### src/rtl/hv_timing_gen_if.sv
// Raster timing bundle between the timing generator and its consumers
// (video generator, PPU register/NMI logic).
interface hv_timing_gen_if;
    logic       SKIP_EN;
    logic       PCLK;
    logic       n_PCLK;
    logic       PSTB;
    logic [8:0] H_out;
    logic [8:0] V_out;
    logic       HBLANK;
    logic       HSYNC;
    logic       BURST;
    logic       VBLANK;
    logic       VSYNC;
    logic       VBL_SET;
    logic       ODD;

    // Generator side: drives all timing, samples the rendering-enable.
    modport master (
        input  SKIP_EN,
        output PCLK, n_PCLK, PSTB, H_out, V_out,
        output HBLANK, HSYNC, BURST, VBLANK, VSYNC, VBL_SET, ODD
    );

    // Consumer side.
    modport slave (
        output SKIP_EN,
        input  PCLK, n_PCLK, PSTB, H_out, V_out,
        input  HBLANK, HSYNC, BURST, VBLANK, VSYNC, VBL_SET, ODD
    );
endinterface

### src/rtl/hv_timing_gen.sv
// Raster timing generator: pixel-clock divider, H/V counters with NTSC
// odd-frame short line, and registered H/V decodes aligned to the counters.
module hv_timing_gen #(
    parameter int PCLK_DIV      = 4,
    parameter int H_TOTAL       = 341,
    parameter int V_TOTAL       = 262,
    parameter int H_BLANK_START = 256,
    parameter int H_SYNC_START  = 277,
    parameter int H_SYNC_END    = 302,
    parameter int BURST_START   = 309,
    parameter int BURST_END     = 328,
    parameter int V_BLANK_START = 241,
    parameter int V_SYNC_START  = 244,
    parameter int ODD_SKIP      = 1
) (
    input  logic            CLK,
    input  logic            RES,
    hv_timing_gen_if.master tif
);

    localparam int DW = (PCLK_DIV > 2) ? $clog2(PCLK_DIV) : 1;

    localparam logic [DW-1:0] D_LAST = DW'(PCLK_DIV - 1);
    // PCLK is high for the last PCLK_DIV/2 master cycles of the pixel.
    localparam logic [DW-1:0] D_HIGH = DW'(PCLK_DIV - PCLK_DIV / 2);

    localparam logic [8:0] H_LAST = 9'(H_TOTAL - 1);
    localparam logic [8:0] H_SKIP = 9'(H_TOTAL - 2);
    localparam logic [8:0] V_LAST = 9'(V_TOTAL - 1);

    // Decode bounds are one bit wider so an end bound of 512 still fits.
    localparam logic [9:0] HB_S = 10'(H_BLANK_START);
    localparam logic [9:0] HS_S = 10'(H_SYNC_START);
    localparam logic [9:0] HS_E = 10'(H_SYNC_END);
    localparam logic [9:0] BU_S = 10'(BURST_START);
    localparam logic [9:0] BU_E = 10'(BURST_END);
    localparam logic [9:0] VB_S = 10'(V_BLANK_START);
    localparam logic [9:0] VB_E = 10'(V_TOTAL - 1);
    localparam logic [9:0] VS_S = 10'(V_SYNC_START);
    localparam logic [9:0] VS_E = 10'(V_SYNC_START + 3);

    logic [DW-1:0] dcnt_reg, dcnt_next;
    logic [8:0]    h_reg, h_next;
    logic [8:0]    v_reg, v_next;
    logic          odd_reg, odd_next;
    logic          pclk_reg, pstb_reg;
    logic          hblank_reg, hsync_reg, burst_reg;
    logic          vblank_reg, vsync_reg, vbl_set_reg;
    logic          pix_end;
    logic          skip_hit;
    logic [9:0]    h_ext, v_ext;

    // Next-state for divider, counters and frame parity.
    always_comb begin
        pix_end   = (dcnt_reg == D_LAST);
        dcnt_next = pix_end ? '0 : dcnt_reg + 1'b1;
        skip_hit  = (ODD_SKIP != 0) && odd_reg && tif.SKIP_EN
                    && (v_reg == V_LAST) && (h_reg == H_SKIP);
        h_next    = h_reg;
        v_next    = v_reg;
        odd_next  = odd_reg;
        if (pix_end) begin
            if (skip_hit) begin
                // Short odd line: jump straight to (0,0), dropping one pixel.
                h_next   = '0;
                v_next   = '0;
                odd_next = ~odd_reg;
            end else if (h_reg == H_LAST) begin
                h_next = '0;
                if (v_reg == V_LAST) begin
                    v_next   = '0;
                    odd_next = ~odd_reg;
                end else begin
                    v_next = v_reg + 9'd1;
                end
            end else begin
                h_next = h_reg + 9'd1;
            end
        end
        h_ext = {1'b0, h_next};
        v_ext = {1'b0, v_next};
    end

    // State and decodes; decodes use next-state counters so they line up with H/V.
    always_ff @(posedge CLK or posedge RES) begin
        if (RES) begin
            dcnt_reg    <= '0;
            h_reg       <= '0;
            v_reg       <= '0;
            odd_reg     <= 1'b0;
            pclk_reg    <= 1'b0;
            pstb_reg    <= 1'b0;
            hblank_reg  <= 1'b0;
            hsync_reg   <= 1'b0;
            burst_reg   <= 1'b0;
            vblank_reg  <= 1'b0;
            vsync_reg   <= 1'b0;
            vbl_set_reg <= 1'b0;
        end else begin
            dcnt_reg    <= dcnt_next;
            h_reg       <= h_next;
            v_reg       <= v_next;
            odd_reg     <= odd_next;
            pclk_reg    <= (dcnt_next >= D_HIGH);
            pstb_reg    <= (dcnt_next == D_LAST);
            hblank_reg  <= (h_ext >= HB_S);
            hsync_reg   <= (h_ext >= HS_S) && (h_ext < HS_E);
            burst_reg   <= (h_ext >= BU_S) && (h_ext < BU_E);
            vblank_reg  <= (v_ext >= VB_S) && (v_ext < VB_E);
            vsync_reg   <= (v_ext >= VS_S) && (v_ext < VS_E);
            vbl_set_reg <= (v_ext == VB_S) && (h_ext == 10'd1);
        end
    end

    assign tif.PCLK    = pclk_reg;
    assign tif.n_PCLK  = ~pclk_reg;
    assign tif.PSTB    = pstb_reg;
    assign tif.H_out   = h_reg;
    assign tif.V_out   = v_reg;
    assign tif.HBLANK  = hblank_reg;
    assign tif.HSYNC   = hsync_reg;
    assign tif.BURST   = burst_reg;
    assign tif.VBLANK  = vblank_reg;
    assign tif.VSYNC   = vsync_reg;
    assign tif.VBL_SET = vbl_set_reg;
    assign tif.ODD     = odd_reg;

endmodule

### src/flat_wrapper.sv
// flat-port wrapper written by rule: the top's interface ports become plain ports
module hv_timing_gen_flat 
#(
    parameter int PCLK_DIV      = 4,
    parameter int H_TOTAL       = 341,
    parameter int V_TOTAL       = 262,
    parameter int H_BLANK_START = 256,
    parameter int H_SYNC_START  = 277,
    parameter int H_SYNC_END    = 302,
    parameter int BURST_START   = 309,
    parameter int BURST_END     = 328,
    parameter int V_BLANK_START = 241,
    parameter int V_SYNC_START  = 244,
    parameter int ODD_SKIP      = 1
)
  (CLK, RES, tif_SKIP_EN, tif_PCLK, tif_n_PCLK, tif_PSTB, tif_H_out, tif_V_out, tif_HBLANK, tif_HSYNC, tif_BURST, tif_VBLANK, tif_VSYNC, tif_VBL_SET, tif_ODD);
  hv_timing_gen_if tif_i ();
  input  logic CLK;
  input  logic RES;
  input wire logic [$bits(tif_i.SKIP_EN)-1:0] tif_SKIP_EN;
  output wire logic [$bits(tif_i.PCLK)-1:0] tif_PCLK;
  output wire logic [$bits(tif_i.n_PCLK)-1:0] tif_n_PCLK;
  output wire logic [$bits(tif_i.PSTB)-1:0] tif_PSTB;
  output wire logic [$bits(tif_i.H_out)-1:0] tif_H_out;
  output wire logic [$bits(tif_i.V_out)-1:0] tif_V_out;
  output wire logic [$bits(tif_i.HBLANK)-1:0] tif_HBLANK;
  output wire logic [$bits(tif_i.HSYNC)-1:0] tif_HSYNC;
  output wire logic [$bits(tif_i.BURST)-1:0] tif_BURST;
  output wire logic [$bits(tif_i.VBLANK)-1:0] tif_VBLANK;
  output wire logic [$bits(tif_i.VSYNC)-1:0] tif_VSYNC;
  output wire logic [$bits(tif_i.VBL_SET)-1:0] tif_VBL_SET;
  output wire logic [$bits(tif_i.ODD)-1:0] tif_ODD;
  assign tif_i.SKIP_EN = tif_SKIP_EN;
  assign tif_PCLK = tif_i.PCLK;
  assign tif_n_PCLK = tif_i.n_PCLK;
  assign tif_PSTB = tif_i.PSTB;
  assign tif_H_out = tif_i.H_out;
  assign tif_V_out = tif_i.V_out;
  assign tif_HBLANK = tif_i.HBLANK;
  assign tif_HSYNC = tif_i.HSYNC;
  assign tif_BURST = tif_i.BURST;
  assign tif_VBLANK = tif_i.VBLANK;
  assign tif_VSYNC = tif_i.VSYNC;
  assign tif_VBL_SET = tif_i.VBL_SET;
  assign tif_ODD = tif_i.ODD;
  hv_timing_gen #(.PCLK_DIV(PCLK_DIV), .H_TOTAL(H_TOTAL), .V_TOTAL(V_TOTAL), .H_BLANK_START(H_BLANK_START), .H_SYNC_START(H_SYNC_START), .H_SYNC_END(H_SYNC_END), .BURST_START(BURST_START), .BURST_END(BURST_END), .V_BLANK_START(V_BLANK_START), .V_SYNC_START(V_SYNC_START), .ODD_SKIP(ODD_SKIP)) u_core (.CLK(CLK), .RES(RES), .tif(tif_i));
endmodule
### config.mk
export PLATFORM = sky130hd
export DESIGN_NAME = hv_timing_gen_flat
export DESIGN_NICKNAME = d
export VERILOG_FILES = /design/src/rtl/hv_timing_gen_if.sv /design/src/rtl/hv_timing_gen.sv /design/src/flat_wrapper.sv
export SDC_FILE = /design/constraint.sdc
export NUM_CORES = 1
export LEC_CHECK = 0
export CORE_MARGIN = 3
export CORE_UTILIZATION = 28
export CTS_CLUSTER_SIZE = 12
export DETAILED_ROUTE_END_ITERATION = 6
export GPL_TIMING_DRIVEN = 0
export PLACE_DENSITY_LB_ADDON = 0.05
export SYNTH_ARGS = -nofsm -noshare
export SYNTH_HDL_FRONTEND = slang
export SYNTH_SLANG_ARGS = --single-unit
### constraint.sdc
create_clock -name CLK -period 3.54 [get_ports CLK]
set_clock_uncertainty 0.2 [all_clocks]
set_input_delay 0.531 -clock CLK [delete_from_list [all_inputs] [get_ports CLK]]
set_output_delay 0.531 -clock CLK [all_outputs]
set_load 0.02 [all_outputs]
==> out/metrics.yaml <==
async_flop_share_pct: 100.0
hold_class: "register to register"
drcViolationCount: 0
drive_above_1_share_pct: 8.696
gp_congestion: 0.8105
post-place-cells: 250
wl_per_cell_microns: 15.44
setup_viol: 0
synthAdderAreaFrac_pct: 4.796
setup-tns-final_ps: 0
holdPathEnd: "u_core.dcnt_reg[0]"
fillers: 568
cp-end-kind: "register"
clock_latency_ps: 280
cp.required_ps: 3480
post-cts-setup-buffers: 0
grt_antenna_before_repair: 0
worst_hold_path.num_cells: 1
dp_hpwl_microns: 2941
p_sw_share_pct: 21.04
overflow: 0
synth_compound_area_share_pct: 13.67
nets: 194
worstPathMaxFanout: 6
period_share_pct: 91.29
cp-start-kind: "register"
cp_slowest_cell: "nor4bb_1"
cts_tree: "yes"
drtAntennaViolNets: 0
synth_cells: 150
synthesis.area_sq_um: 1565
portBuffers: 30
synth_edf_count: 0
synth_fp_nets: 159
synth_top_family_by_area: "simple AND/OR/NAND/NOR gates"
cp-startpoint: "u_core.tif.V_out[1]"
fin_area_sq_um: 2008
synth_ff_type: "dfrtp_1"
cts-resized-gates: 0
setup.worst_path.class: "register to register"
place_area_sq_um: 1953
synth-seq-area-share_pct: 44.76
die_area_sq_um: 6523
ys_ff_latch: 28
die_height_microns: 80.77
p_int_uw: 421.4
die_w_microns: 80.77
clkTransAtPathRegs_ps: 100
boundaryPins: 31
r2r_end: "u_core.tif.HSYNC"
synth-xor-area-share_pct: 6.635
yosysUniqueCellTypes: 52
total_power_uw: 533.7
dp_worst_setup_slack_ps: 366.6
area_growth_pct: 28.30
cts_hold_buf: 0
cts_inserted_buffers: 3
diodes: 0
pwr-share-comb_pct: 1.6
route.final.wire_length_microns: 3922
grt_max_degree: 29
max_freq_ghz: 0.3094
r2r_start: "u_core.tif.V_out[1]"
fin_crit_ps: 3232
hold_ws_ps: 264.8
path_depth: 8
fin_util_pct: 38.11
worst_ep_arrival_time_ps: 3170
crit_chain: "inv_1 > ha_1 > nor4bb_1 > a31oi_1 > or3_1 > a31oi_1 > nor4b_1 > a2111oi_0"
slew_viol_final: 0
reg2reg_depth: 8
r2r_slack_ps: 310
drtPass1Iterations: 4
cts_num_sinks: 28
rows: 26
ctsHtreeMaxLevel: 1
relSlewSlack_pct: 24.54
fin_cells: 254
path_buf_inv: 1
gr-usage-all-layers_pct: 12.87
start_util_pct: 29.70
cpMostUsedCell: "a31oi_1"
muxShareOfSynthArea_pct: 0.6395
slowest_delay_ps: 550
yosys.area_share.simple_pct: 24.22
clk_path_buf_depth: 2
setup_slack_ps: 308.3
p_clk_share_pct: 38.5
viasPerCell: 5.083
peakVddDrop_mv: 0.1472
rsz0062_at_grt: "no"
status: "finished, final reports clean"
worst_pin_slew_ps: 1131
p_leak_nw: 0.8308
syn_area_per_cell_sq_um: 10.44
seqPwrFrac_pct: 59.9
hp-start: "u_core.dcnt_reg[0]"
hold_viol: 0
yosysWarnings: 0
grt_pass1_vias: 1246
grt_pass1_wl_microns: 6334
critPathTopFamily: "compound AO/OA/AOI/OAI gates"
power_per_cell_area_nw_per_um2: 265.8
coreArea_sq_um: 5270
num_vias: 1291
switchingPower_uw: 112.3
max-cap-violations: 0
root_buffer: "clkbuf_8"
drt_iter0_drc: 66
-- metal layers --
metal | up-vias | GRT usage [%] | part of all wire, %
li1 | 610 | - | -
met1 | 636 | 18.42 | 49
met2 | 40 | 19.04 | 43
met3 | 5 | 2.882 | 6.4
met4 | 0 | 4.561 | 1.5
met5 | - | 0 | 0
-- cells by family (layout without fill, tap and decap cells) --
family	count (synthesis)	count (layout)
compound gates	25	25
xor+xnor	11	11
fa+ha+maj	6	6
buf+inv	20	54
flops	28	28
mux	1	1
simple gates	59	59
-- synthesized netlist by cell type, types with 2 or more instances --
cell,instances,area [sq um]
a21oi_1,2,10.01
nor2_1,14,52.55
o21a_1,2,15.01
nand2_1,7,26.28
xor2_1,7,61.31
a31oi_1,2,12.51
ha_1,6,75.07
nor3_2,2,20.02
o32ai_1,2,17.52
or4b_4,2,27.53
dfrtp_1,28,700.7
and4_1,2,17.52
xnor2_1,3,26.28
nand4_1,7,43.79
nor4b_1,2,17.52
clkbuf_1,2,7.510
o41ai_1,2,17.52
nand3_1,8,40.04
inv_1,17,63.81
-- power groups by stage --
stage               clock network (mW)  registers (mW)  logic (mW)
CTS                              0.215           0.320     0.00928
detailed placement                   0           0.326     0.00915
global route                     0.227           0.320      0.0102
floorplan                            0           0.326     0.00474
finish                           0.206           0.320     0.00857
global placement                     0           0.326     0.00890
-- placed cells by master, fill, tap and decap left out, types with 3 or more instances in the layout --
cell             Yosys  layout
clkdlybuf4s50_1      0      30
dfrtp_1             28      28
inv_1               17      17
nor2_1              14      14
nand3_1              8       8
nand2_1              7       7
nand4_1              7       7
xor2_1               7       7
ha_1                 6       6
clkbuf_8             0       4
xnor2_1              3       3
-- cell type report --
class / instances / area, sq um / share of cell area (%)
multi-input combinational: 102 / 782.0 / 38.94
timing repair buffer: 30 / 300.3 / 14.95
clock buffer: 4 / 55.05 / 2.741
sequential: 28 / 700.7 / 34.89
inverter: 17 / 63.81 / 3.178
buffer: 3 / 18.77 / 0.9346
tap: 70 / 87.58 / 4.361
-- how the worst max path moves through the flow --
stage | end | slack (ps)
2_1_floorplan | u_core.tif.VSYNC | 610
3_3_place_gp | u_core.tif.HSYNC | 250
3_5_place_dp | u_core.tif.HSYNC | 370
4_1_cts | u_core.tif.HSYNC | 330
5_1_grt | u_core.tif.HSYNC | 40
6_report | u_core.tif.HSYNC | 310
Note: power is estimated with default switching activity, not from simulation.
